### src/rtl/fetch_queue_stage.sv
// Instruction fetch front end: issues PC-ordered requests to a variable-latency
// instruction memory, queues returned words with their PCs and feeds the IF/ID register.
module fetch_queue_stage #(
  parameter int              XLEN            = 32,
  parameter logic [XLEN-1:0] RESET_PC        = '0,
  parameter int              DEPTH           = 4,
  parameter int              MAX_OUTSTANDING = 2
) (
  input  logic            clk,
  input  logic            reset,
  input  logic            PCSrcE,
  input  logic [XLEN-1:0] PCTargetE,
  input  logic            StallD,
  input  logic            FlushD,
  output logic            imem_req_valid,
  input  logic            imem_req_ready,
  output logic [XLEN-1:0] imem_req_addr,
  input  logic            imem_resp_valid,
  input  logic [31:0]     imem_resp_data,
  output logic [31:0]     InstrD,
  output logic [XLEN-1:0] PCD,
  output logic [XLEN-1:0] PCPlus4D,
  output logic            ValidD
);

  localparam int          QAW = $clog2(DEPTH);
  localparam int          QCW = $clog2(DEPTH + 1);
  localparam int          PAW = (MAX_OUTSTANDING > 1) ? $clog2(MAX_OUTSTANDING) : 1;
  localparam int          OCW = $clog2(MAX_OUTSTANDING + 1);
  localparam logic [31:0] NOP = 32'h0000_0013;

  // Fetch PC and request bookkeeping
  logic [XLEN-1:0] fetch_pc_q, fetch_pc_d;
  logic [PAW-1:0]  pend_wr_q, pend_wr_d;
  logic [PAW-1:0]  pend_rd_q, pend_rd_d;
  logic [OCW-1:0]  out_cnt_q, out_cnt_d;
  logic [OCW-1:0]  drop_q, drop_d;
  logic [XLEN-1:0] pend_pc_q [MAX_OUTSTANDING];

  // Instruction queue
  logic [XLEN-1:0] q_pc_mem    [DEPTH];
  logic [31:0]     q_instr_mem [DEPTH];
  logic [QAW-1:0]  q_head_q, q_head_d;
  logic [QAW-1:0]  q_tail_q, q_tail_d;
  logic [QCW-1:0]  q_count_q, q_count_d;

  // IF/ID register
  logic [31:0]     instr_dec_q, instr_dec_d;
  logic [XLEN-1:0] pc_dec_q, pc_dec_d;
  logic [XLEN-1:0] pc4_dec_q, pc4_dec_d;
  logic            valid_dec_q, valid_dec_d;

  logic credit_ok;
  logic req_fire;
  logic resp_fire;
  logic q_push;
  logic q_pop;
  int   occupancy;

  function automatic logic [PAW-1:0] pend_next(input logic [PAW-1:0] p);
    if (int'(p) == MAX_OUTSTANDING - 1) return '0;
    return p + 1'b1;
  endfunction

  // Credits cover both queued words and words still in flight, so a
  // response always finds a free queue slot.
  always_comb begin
    occupancy      = int'(q_count_q) + int'(out_cnt_q);
    credit_ok      = (occupancy < DEPTH) && (int'(out_cnt_q) < MAX_OUTSTANDING);
    imem_req_valid = ~reset & ~PCSrcE & credit_ok;
    imem_req_addr  = fetch_pc_q;
    req_fire       = imem_req_valid & imem_req_ready;
    resp_fire      = imem_resp_valid & (out_cnt_q != '0);
    q_push         = resp_fire & (drop_q == '0) & ~PCSrcE;
    q_pop          = ~FlushD & ~StallD & (q_count_q != '0);
  end

  always_comb begin
    fetch_pc_d = fetch_pc_q;
    if (PCSrcE) fetch_pc_d = PCTargetE;
    else if (req_fire) fetch_pc_d = fetch_pc_q + XLEN'(4);

    pend_wr_d = req_fire ? pend_next(pend_wr_q) : pend_wr_q;
    pend_rd_d = resp_fire ? pend_next(pend_rd_q) : pend_rd_q;

    out_cnt_d = out_cnt_q;
    if (req_fire && !resp_fire) out_cnt_d = out_cnt_q + 1'b1;
    else if (!req_fire && resp_fire) out_cnt_d = out_cnt_q - 1'b1;

    // Everything still in flight at a redirect belongs to the wrong path.
    drop_d = drop_q;
    if (PCSrcE) drop_d = out_cnt_q - OCW'(resp_fire);
    else if (resp_fire && drop_q != '0) drop_d = drop_q - 1'b1;
  end

  always_comb begin
    q_head_d  = q_head_q;
    q_tail_d  = q_tail_q;
    q_count_d = q_count_q;
    if (PCSrcE) begin
      q_head_d  = '0;
      q_tail_d  = '0;
      q_count_d = '0;
    end else begin
      if (q_pop)  q_head_d = q_head_q + 1'b1;
      if (q_push) q_tail_d = q_tail_q + 1'b1;
      if (q_push && !q_pop) q_count_d = q_count_q + 1'b1;
      else if (!q_push && q_pop) q_count_d = q_count_q - 1'b1;
    end
  end

  always_comb begin
    instr_dec_d = instr_dec_q;
    pc_dec_d    = pc_dec_q;
    pc4_dec_d   = pc4_dec_q;
    valid_dec_d = valid_dec_q;
    if (FlushD) begin
      instr_dec_d = NOP;
      pc_dec_d    = '0;
      pc4_dec_d   = '0;
      valid_dec_d = 1'b0;
    end else if (!StallD) begin
      if (q_count_q != '0) begin
        instr_dec_d = q_instr_mem[q_head_q];
        pc_dec_d    = q_pc_mem[q_head_q];
        pc4_dec_d   = q_pc_mem[q_head_q] + XLEN'(4);
        valid_dec_d = 1'b1;
      end else begin
        instr_dec_d = NOP;
        valid_dec_d = 1'b0;
      end
    end
  end

  always_ff @(posedge clk) begin
    if (reset) begin
      fetch_pc_q  <= RESET_PC;
      pend_wr_q   <= '0;
      pend_rd_q   <= '0;
      out_cnt_q   <= '0;
      drop_q      <= '0;
      q_head_q    <= '0;
      q_tail_q    <= '0;
      q_count_q   <= '0;
      instr_dec_q <= NOP;
      pc_dec_q    <= '0;
      pc4_dec_q   <= '0;
      valid_dec_q <= 1'b0;
    end else begin
      fetch_pc_q  <= fetch_pc_d;
      pend_wr_q   <= pend_wr_d;
      pend_rd_q   <= pend_rd_d;
      out_cnt_q   <= out_cnt_d;
      drop_q      <= drop_d;
      q_head_q    <= q_head_d;
      q_tail_q    <= q_tail_d;
      q_count_q   <= q_count_d;
      instr_dec_q <= instr_dec_d;
      pc_dec_q    <= pc_dec_d;
      pc4_dec_q   <= pc4_dec_d;
      valid_dec_q <= valid_dec_d;
    end
  end

  // Storage arrays carry no reset; their contents are qualified by the pointers.
  always_ff @(posedge clk) begin
    if (req_fire) pend_pc_q[pend_wr_q] <= imem_req_addr;
    if (q_push) begin
      q_pc_mem[q_tail_q]    <= pend_pc_q[pend_rd_q];
      q_instr_mem[q_tail_q] <= imem_resp_data;
    end
  end

  assign InstrD   = instr_dec_q;
  assign PCD      = pc_dec_q;
  assign PCPlus4D = pc4_dec_q;
  assign ValidD   = valid_dec_q;

endmodule

### config.mk
export PLATFORM = sky130hd
export DESIGN_NAME = fetch_queue_stage
export DESIGN_NICKNAME = d
export VERILOG_FILES = /design/src/rtl/fetch_queue_stage.sv
export SDC_FILE = /design/constraint.sdc
export NUM_CORES = 1
export LEC_CHECK = 0
export ABC_AREA = 1
export BUFFER_PORTS_ARGS = -buffer_cell sky130_fd_sc_hd__clkbuf_2
export CAP_MARGIN = 15
export CORE_MARGIN = 1.5
export CORE_UTILIZATION = 30
export CTS_CLUSTER_DIAMETER = 100
export DETAILED_ROUTE_END_ITERATION = 8
export GPL_ROUTABILITY_DRIVEN = 1
export PLACE_DENSITY_LB_ADDON = 0.2
export SLEW_MARGIN = 15
export SYNTH_ARGS = -nofsm -noshare
export SYNTH_HDL_FRONTEND = slang
export SYNTH_SLANG_ARGS = --single-unit
### constraint.sdc
create_clock -name clk -period 6 [get_ports clk]
set_input_delay 0.3 -clock clk [delete_from_list [all_inputs] [get_ports clk]]
set_output_delay 0.3 -clock clk [all_outputs]
set_load 0.01 [all_outputs]
Word level (Yosys, flattened, before mapping)
Memories as Yosys holds them, arrays and structs flattened. A register that Yosys moved wholly into a read port is not among the register bits.
Index checks and enable logic that the tools add are counted.
{ "classes": {"n_addsub": 13, "multipliers": 0, "div": 0, "magnitude_cmp": 2, "n_eq_ne": 0, "shifts": 0, "mux": 26, "bitwise_logic": 12, "n_reduce_logical": 21} }
{ "ops": {"columns": ["op", "count"], "rows": [
  ["$mux W32", 3],
  ["$add A32 B3 Y32 const B", 2],
  ["$mux W2", 8],
  ["$mux W1", 13],
  ["$reduce_bool A2 Y1", 6],
  ["$and A1 B1 Y1", 8],
  ["$add A2 B1 Y2 const B", 3],
  ["$logic_and A1 B1 Y1", 6],
  ["$mux W3", 2],
  ["$add A3 B2 Y4", 1],
  ["$logic_not A1 Y1", 4],
  ["$lt A4 B3 Y1 const B", 1],
  ["$not A1 Y1", 4],
  ["$reduce_or A2 Y1", 2],
  ["$sub A2 B1 Y2 const B", 2],
  ["$add A3 B1 Y3 const B", 1],
  ["$reduce_bool A3 Y1", 1],
  ["$sub A3 B1 Y3 const B", 1],
  ["$add A1 B1 Y1 const B", 2],
  ["$logic_not A2 Y1", 1],
  ["$lt A2 B2 Y1 const B", 1],
  ["$reduce_and A2 Y1", 1],
  ["$sub A2 B1 Y2", 1]
]} }
{ "word_totals": {"regBits": 142, "latch_bits": 0, "mem_bits_rw": 320, "romBits": 0, "in_bits": 71, "output_inout_bits": 130, "word_cells": 89, "memories": 3} }
{ "memory_table": {"columns": ["name", "words", "width", "read_ports", "rd_clocked_by_memory_dff", "write_ports", "line_no", "rtl"], "rows": [
  ["q_instr_mem", 4, 32, 1, 1, 1, "42", "logic [31:0] q_instr_mem [DEPTH];"],
  ["q_pc_mem", 4, 32, 1, 1, 1, "41", "logic [XLEN-1:0] q_pc_mem [DEPTH];"],
  ["pend_pc_q", 2, 32, 1, 1, 1, "38", "logic [XLEN-1:0] pend_pc_q [MAX_OUTSTANDING];"]
]} }

Longest topological paths before layout
Gate-level depths: netlist (run 1).
{ "depth": {"word_depth": 9, "depth_mapped": 17, "mapped_depth_nobuf": 14} }

Worst setup path before layout (run 1)
No wires, ideal clock.
{ "synth_path": {"path_type": "register to register", "start": "reg out_cnt_q[1]", "end": "mem q_instr_mem[0][0] (enable)", "setup_ps": 486, "arrival_ps": 3585, "t_required_ps": 5514, "slack_ps": 1929, "stages_incl_launch_ff": 7, "n_path_buf": 0, "period_less_slack_ps": 4071, "path_cell_list": "dfxtp_1 > o21ai_0 > nor2_1 > inv_1 > nor2_1 > inv_1 > nor2_1"} }
{ "synth_via": {"elab_chain_cells": 6} }
{ "synth_lines": {"columns": ["item", "line_no", "rtl"], "rows": [
  ["start, declared", "36", "logic [OCW-1:0] out_cnt_q, out_cnt_d;"],
  ["start signal, assigned", "153", "out_cnt_q <= out_cnt_d;"],
  ["$reduce_bool A2 Y1", "73", "resp_fire = imem_resp_valid & (out_cnt_q != '0);"],
  ["$and A1 B1 Y1", "73", null],
  ["$and A1 B1 Y1 (2 in a row)", "74", "q_push = resp_fire & (drop_q == '0) & ~PCSrcE;"],
  ["via q_push", "56", "logic q_push;"],
  ["$mux W1", "168", "if (q_push) begin"],
  ["$mux W1 (implied by the code)", "170", "q_instr_mem[q_tail_q] <= imem_resp_data;"],
  ["end, declared", "42", null]
]} }
The timed path passes the listed nets, and every way through them passes these cells.

==> results of run 1 <==
-- metrics by stage --
step | total power, mW | area, um2 | instances | setup slack [ps] | hold slack (ps)
final | 7.32 | 23300 | 3015 | 2450 | 21.9
after global routing | 7.60 | 23300 | 3015 | 2210 | 18.5
after global placement | 4.11 | 21100 | 2867 | 2380 | 440
after floorplan | 3.92 | 19300 | 1900 | 1930 | 399
after detailed placement | 4.12 | 21100 | 2867 | 2260 | 435
after CTS | 7.42 | 23300 | 3015 | 2420 | 2.81
-- critical path, cell delays in order (launching register included) --
cell and delay (ps):
dfxtp_4 780, buf_4 780, o21ai_1 180, o21ai_2 370, ha_1 350, nand3_2 190
nor2_2 240, xor2_1 310, a21oi_1 110
-- cells by family (layout without fill, tap and decap cells) --
| group | after synthesis | count (layout) |
|---|---|---|
| buffers and inverters | 192 | 461 |
| flip-flops | 463 | 463 |
| multiplexers | 33 | 33 |
| AO/OA/AOI/OAI | 321 | 321 |
| AND/OR/NAND/NOR | 847 | 847 |
| XOR/XNOR | 32 | 32 |
| adder cells (fa/ha/maj) | 12 | 12 |
-- registers in the layout, summed over array words and instances, names as in the netlist, 3 cells and up, named ones only --
signal,count
PCPlus4D,30
q_pc_mem,128
pend_pc_q,64
q_count_q,3
imem_req_addr,32
InstrD,32
PCD,32
q_instr_mem,128
-- per-layer routing --
metal  GRT usage, %  vias up  routed length (um)
met3           3.68       72                3600
met1           22.2     6714               25100
met4           4.59        0                1110
li1               -     6938                   -
met5              0        -                   0
met2           26.1      369               24600
-- where the power goes --
group	internal, mW	switching, mW
Clock	1.97	1.28
Combinational	0.170	0.315
Sequential	3.51	0.0709
-- repair_timing --
item	CTS	global route
buffers inserted	0	0
endpoints found under the hold margin	146	0
hold buffers	50	0
-- worst max path at each step --
stage                                   start                     endpoint  slack (ps)  cells after the start
floorplan           out_cnt_q[1]$_SDFFE_PP0P_  q_instr_mem[0][0]$_DFFE_PP_        1930                      6
finish                              flip-flop    PCPlus4D[16]$_SDFFE_PP0P_        2450                      8
CTS                                 flip-flop    PCPlus4D[16]$_SDFFE_PP0P_        2420                      8
detailed placement                     PCSrcE    out_cnt_q[1]$_SDFFE_PP0P_        2260                     11
global placement                       PCSrcE    out_cnt_q[1]$_SDFFE_PP0P_        2380                     11
global route                        flip-flop    PCPlus4D[16]$_SDFFE_PP0P_        2210                      8
-- final cells by class --
class,instances,area share (%)
Sequential cell,463,53.4
Multi-Input combinational cell,1245,25.9
Timing Repair Buffer,266,6.94
Clock buffer,70,6.26
Tap cell,846,4.53
Inverter,97,1.58
Clock inverter,28,1.32
-- cells in the final DEF, fill, tap and decap left out, types with 27 or more instances in the layout --
master         count
mux2_2            32
clkbuf_2         200
edfxtp_1         320
dlygate4sd3_1     50
inv_1             93
nor2_1           193
clkbuf_16         54
o22ai_1           33
nand3_1           94
a21oi_1          102
xor2_1            27
dfxtp_1          140
o21ai_0          152
nand2_1          489
==> impl_results.md, run 1 <==
* Pre-antenna DRT Iters at 5
* Fraction of synthesized area in multiplexers at 1.92%
* Register area share after synthesis at 64.5%
* Die width at 257 um
* Mapped Area at 0.0193 mm2
* FFs w/ async S/R, synth at 0%
* Post-synth top area share at 49.7%
* Worst R2R Setup Slack at 2450 ps
* Detailed placement HPWL at 35.9 mm
* Mean Syn Cell Area at 10.2 um2
* CP Data Required Time at 6430 ps
* Final period utilization at 59.1%
* I/O pins at 201
* Largest area contributor in the netlist: edfxtp_1
* Register area at 0.0125 mm2
* Post-detailed-route count of antenna-violating nets at 0
* Total track usage at 16.3%
* Compound-Gate Fraction of Synth Area at 8.81%
* Worst Max-Slew Pin Slew at 1090 ps
* Final RePlAce weighted congestion at 0.845
* Via count at 14100
* Row count at 92
* First-pass GRT wire length at 83.5 mm
* Max_slew headroom at 27.2%
* Clock buffer depth at 3
* Post-layout util at 36.8%
* Final WL at 54.4 mm
* Hold path depth at 3
* Final Hold Viols at 0
* Number of flops mapped to enable cells by yosys at 320
* Adder-cell area share of the yosys netlist at 0.816%
* H-Tree Depth at 2
* Hold Path Sink: imem_req_addr[2]$_SDFFE_PP0P_
* Syn nets at 1983
* Fmax at 0.282 GHz
* Crit Path Class: reg -> reg
* Reg2reg path depth at 8
* Synth Register Bits at 463
* Ys flop type: edfxtp_1
* Synth cell types at 43
* Reg2reg end: PCPlus4D[16]$_SDFFE_PP0P_
* Largest family of logic cells by synthesized area: simple AND/OR/NAND/NOR gates
* Synth cell count leaders: 489 x nand2_1, 320 x edfxtp_1, 201 x nor2_1
* Final setup skew at 26.4 ps
* Post-Synth XOR/XNOR Area at 1.45%
* Pin count of the biggest net entering global routing at 94
* Port bufs at 200
* RSZ-0062 raised after global routing: no
* Synth warnings at 0
* Worst Path Max Fanout at 73
* Setup Viol. Count Final at 0
* Worst ir drop on vdd at 0.190 mV
* Initial antenna violation count at 0
* Power Density at 314 mW/mm2
* Detailed Route Iter0 Violations at 921
* Share of layout cells above drive strength 1 at 17.7%
* GRT overflow at 0
* Leak at 8.89 nW
* Min-delay src: PCTargetE[2]
* Multi-input gate area at 0.00605 mm2
* Routed len/inst at 18.0 um
* Full die area at 0.0659 mm2
* Synth top area cells: edfxtp_1 50%, dfxtp_1 15%, nand2_1 9.5%, o21ai_0 3.9%, nor2_1 3.9%
* Worst Setup Start Kind: flip-flop
* Status: finished, final reports clean
* Arrival @ worst endpoint at 3980 ps
* Fillcell total at 6402
* Clk_lat worst skew at 590 ps
* Crit end category: flip-flop
* DR DRC count at 0
* Nets at 2208
* CTS tree: built
* Maxcap violations at 0
* Core area at 0.0634 mm2
* Cts bufs inserted at 52
* Setup TNS at 0 ps
* Synth Area in Simple Gates at 18.1%
* Fin crit period at 3550 ps
* Clock transition at the registers of the reported paths at 60 ps
* Via density at 4.67
* Post-CTS Resized at 0
* Starting Density at 30.5%
* Max-slew violations at 0
* Die height at 257 um
* Syn Inst Count at 1900
* Sink Count at 463
* N_diodes at 0
* Vias in the first global route at 13900
* Area Growth Syn to Fin at 20.8%
* Clk root buf: clkbuf_16
* Hold Path Class: in -> reg
* Dominant cell by count in the synthesized netlist: nand2_1
No activity file was read; power rests on OpenSTA's default activity.
==> run 2, diff against run 1 <==
==> constraint.sdc (replaced) <==
create_clock -name clk -period 3.3 [get_ports clk]
set_input_delay 0.165 -clock clk [delete_from_list [all_inputs] [get_ports clk]]
set_output_delay 0.165 -clock clk [all_outputs]
set_load 0.01 [all_outputs]
==> run 2 against run 1 <==
  * Worst setup slack lost 1900 ps
  * Sequential share of layout area shrank 0.39 points
  * Clock-buffer cell count shrank 4
  * Global-route usage shrank 0.29 points
  * Clock power grew 71%
  * Via count grew 0.75%
  * Clock skew shrank 5.7 ps
  * Total power grew 77%
  * Critical path depth grew 4
  * Final cell count grew 0.73%
  * Combinational power grew 95%
  * Critical endpoint is now imem_req_addr[10]$_SDFFE_PP0P_
  * Largest power group unchanged
==> impl_results.md, run 2 (synthesis gave the netlist of run 1 again) <==
* Initial antenna violation count at 0 (unchanged)
* Post-detailed-route count of antenna-violating nets at 0 (unchanged)
* Maxcap violations at 0 (unchanged)
* Setup TNS at 0 ps (unchanged)
* Leading registers by flop count: q_instr_mem: 128 flops, q_pc_mem: 128 flops, pend_pc_q: 64 flops
* Min-delay src: StallD
* GRT overflow at 0 (unchanged)
* Sink Count at 463 (unchanged)
* Port bufs at 200 (unchanged)
* Final WL at 53.6 mm (-1.4%)
* Worst ir drop on vdd at 0.321 mV (+69%)
* Post-CTS setup buffer count at 0 (unchanged)
* CTS tree: built
* Share of layout cells above drive strength 1 at 17.8% (+0.14 points)
* Status: finished, final reports clean
* First-pass GRT wire length at 81.9 mm (-2.0%)
* Starting Density at 30.5% (unchanged)
* Max-slew violations at 0 (unchanged)
* Hold Path Class: in -> reg
* Nets at 2233 (+1.1%)
* Max_slew headroom at 35.2% (+8.0 points)
* Cts bufs inserted at 51 (-1.9%)
* Most frequent cells in the layout: 489 x nand2_1, 320 x edfxtp_1, 200 x clkbuf_2
* Post-CTS Resized at 0 (unchanged)
* Row count at 92 (unchanged)
* DR DRC count at 0 (unchanged)
* Final period utilization at 82.4% (+23 points)
* Clk root buf: clkbuf_16
* Area Growth Syn to Fin at 21.7%
* Routed len/inst at 17.7 um (-2.1%)
* Pin count of the biggest net entering global routing at 85 (-9.6%)
* Clock transition at the registers of the reported paths at 60 ps (about the same)
* CP Data Required Time at 3780 ps (-2650 ps)
* Via density at 4.68 (about the same)
* Critical Path Source: q_count_q[1]$_SDFFE_PP0P_
* Leak at 8.97 nW (+0.82%)
* Worst Path Max Fanout at 16 (-78%)
* Arrival @ worst endpoint at 3200 ps (-780 ps)
* Final RePlAce weighted congestion at 0.849 (+0.50%)
* Non-Filler Instances at 3037 (+0.73%)
* Clock buffer depth at 3 (unchanged)
* Fillcell total at 6282 (-1.9%)
* Detailed Route Iter0 Violations at 978 (+6.2%)
* Full die area at 0.0659 mm2 (unchanged)
* Clk_lat worst skew at 580 ps (about the same)
* Dpl cells at 2878 (+0.38%)
* Setup Viol. Count Final at 0 (unchanged)
* N_diodes at 0 (unchanged)
* Vias in the first global route at 13700 (-1.7%)
* H-Tree Depth at 2 (unchanged)
* Worst Max-Slew Pin Slew at 972 ps (-120 ps)
* Fmax at 0.368 GHz (+30%)
* Fin crit period at 2720 ps (-826 ps)
* Total track usage at 16.1% (-0.29 points)
* Detailed placement HPWL at 35.1 mm (-2.1%)
* Via count at 14200 (+0.75%)
* Core area at 0.0634 mm2 (unchanged)
* RSZ-0062 raised after global routing: no
* Die height at 257 um (unchanged)
* Crit end category: flip-flop
* Worst R2R Start: q_count_q[1]$_SDFFE_PP0P_
* Crit Path Class: reg -> reg
* Final Hold Viols at 0 (unchanged)
* Worst Setup Start Kind: flip-flop
* Commonest non-fill, non-tap cell in the layout: nand2_1
* Final setup skew at 20.8 ps (-5.68 ps)
* Worst R2R Setup Slack at 580 ps (-1870 ps)
* I/O pins at 201 (unchanged)
* Die width at 257 um (unchanged)
* Pre-antenna DRT Iters at 5 (unchanged)
* Power Density at 552 mW/mm2 (+76%)
## run 2: layout make-up
cell class | instances | area (um2) | area share, %
timing repair buffer | 292 | 1920 | 8.15
clock buffer | 66 | 1390 | 5.92
multi-input combinational | 1245 | 6050 | 25.7
clock inverter | 28 | 250 | 1.06
sequential | 463 | 12500 | 53.1
tap | 846 | 1060 | 4.50
inverter | 97 | 369 | 1.57
## run 2: timing repair
item                       CTS  global route
hold buffers                65             0
setup endpoints to repair    0             0
hold endpoints to repair   162             0
## run 2: worst paths after layout
check / end / depth (start not counted)
max: imem_req_addr[10]$_SDFFE_PP0P_ / 12
min: PCD[8]$_SDFFE_PP0P_ / 3
max reg2reg: imem_req_addr[10]$_SDFFE_PP0P_ / 12
min reg2reg: flip-flop / 1
## run 2: critical path: stages, from the launching register on
cell and delay (ps):
dfxtp_1 410, ha_1 260, nand3_1 80, nand3_1 70, nor2_1 170, nand2_1 70
buf_4 200, nand2_1 460, clkinv_1 520, nand2_1 160, o211ai_1 100, nand2_1 70
inv_1 30
## run 2: power breakdown
part           total [mW]  internal [mW]  switching (mW)
clock network        5.56           3.29            2.28
registers            6.48           6.39          0.0965
logic               0.945          0.332           0.613
## run 2: routing by layer
layer	GRT usage, %	up-vias	wire, um
met5	0	-	0
met4	4.30	0	927
met3	2.70	61	3140
met2	25.6	405	24700
met1	22.5	6735	24900
li1	-	6997	-
## run 2: stage by stage
stage | hold WS [ps] | total power, mW | area [um2] | utilization, % | setup WS, ps
CTS | 20.3 | 13.2 | 23500 | 37.1 | 535
floorplan | 264 | 7.12 | 19300 | - | -771
global route | 40.4 | 13.5 | 23500 | 37.1 | 261
detailed placement | 393 | 7.50 | 21200 | 33.5 | 540
finish | 61.4 | 13.0 | 23500 | 37.1 | 581
global placement | 383 | 7.48 | 21200 | 33.5 | 567
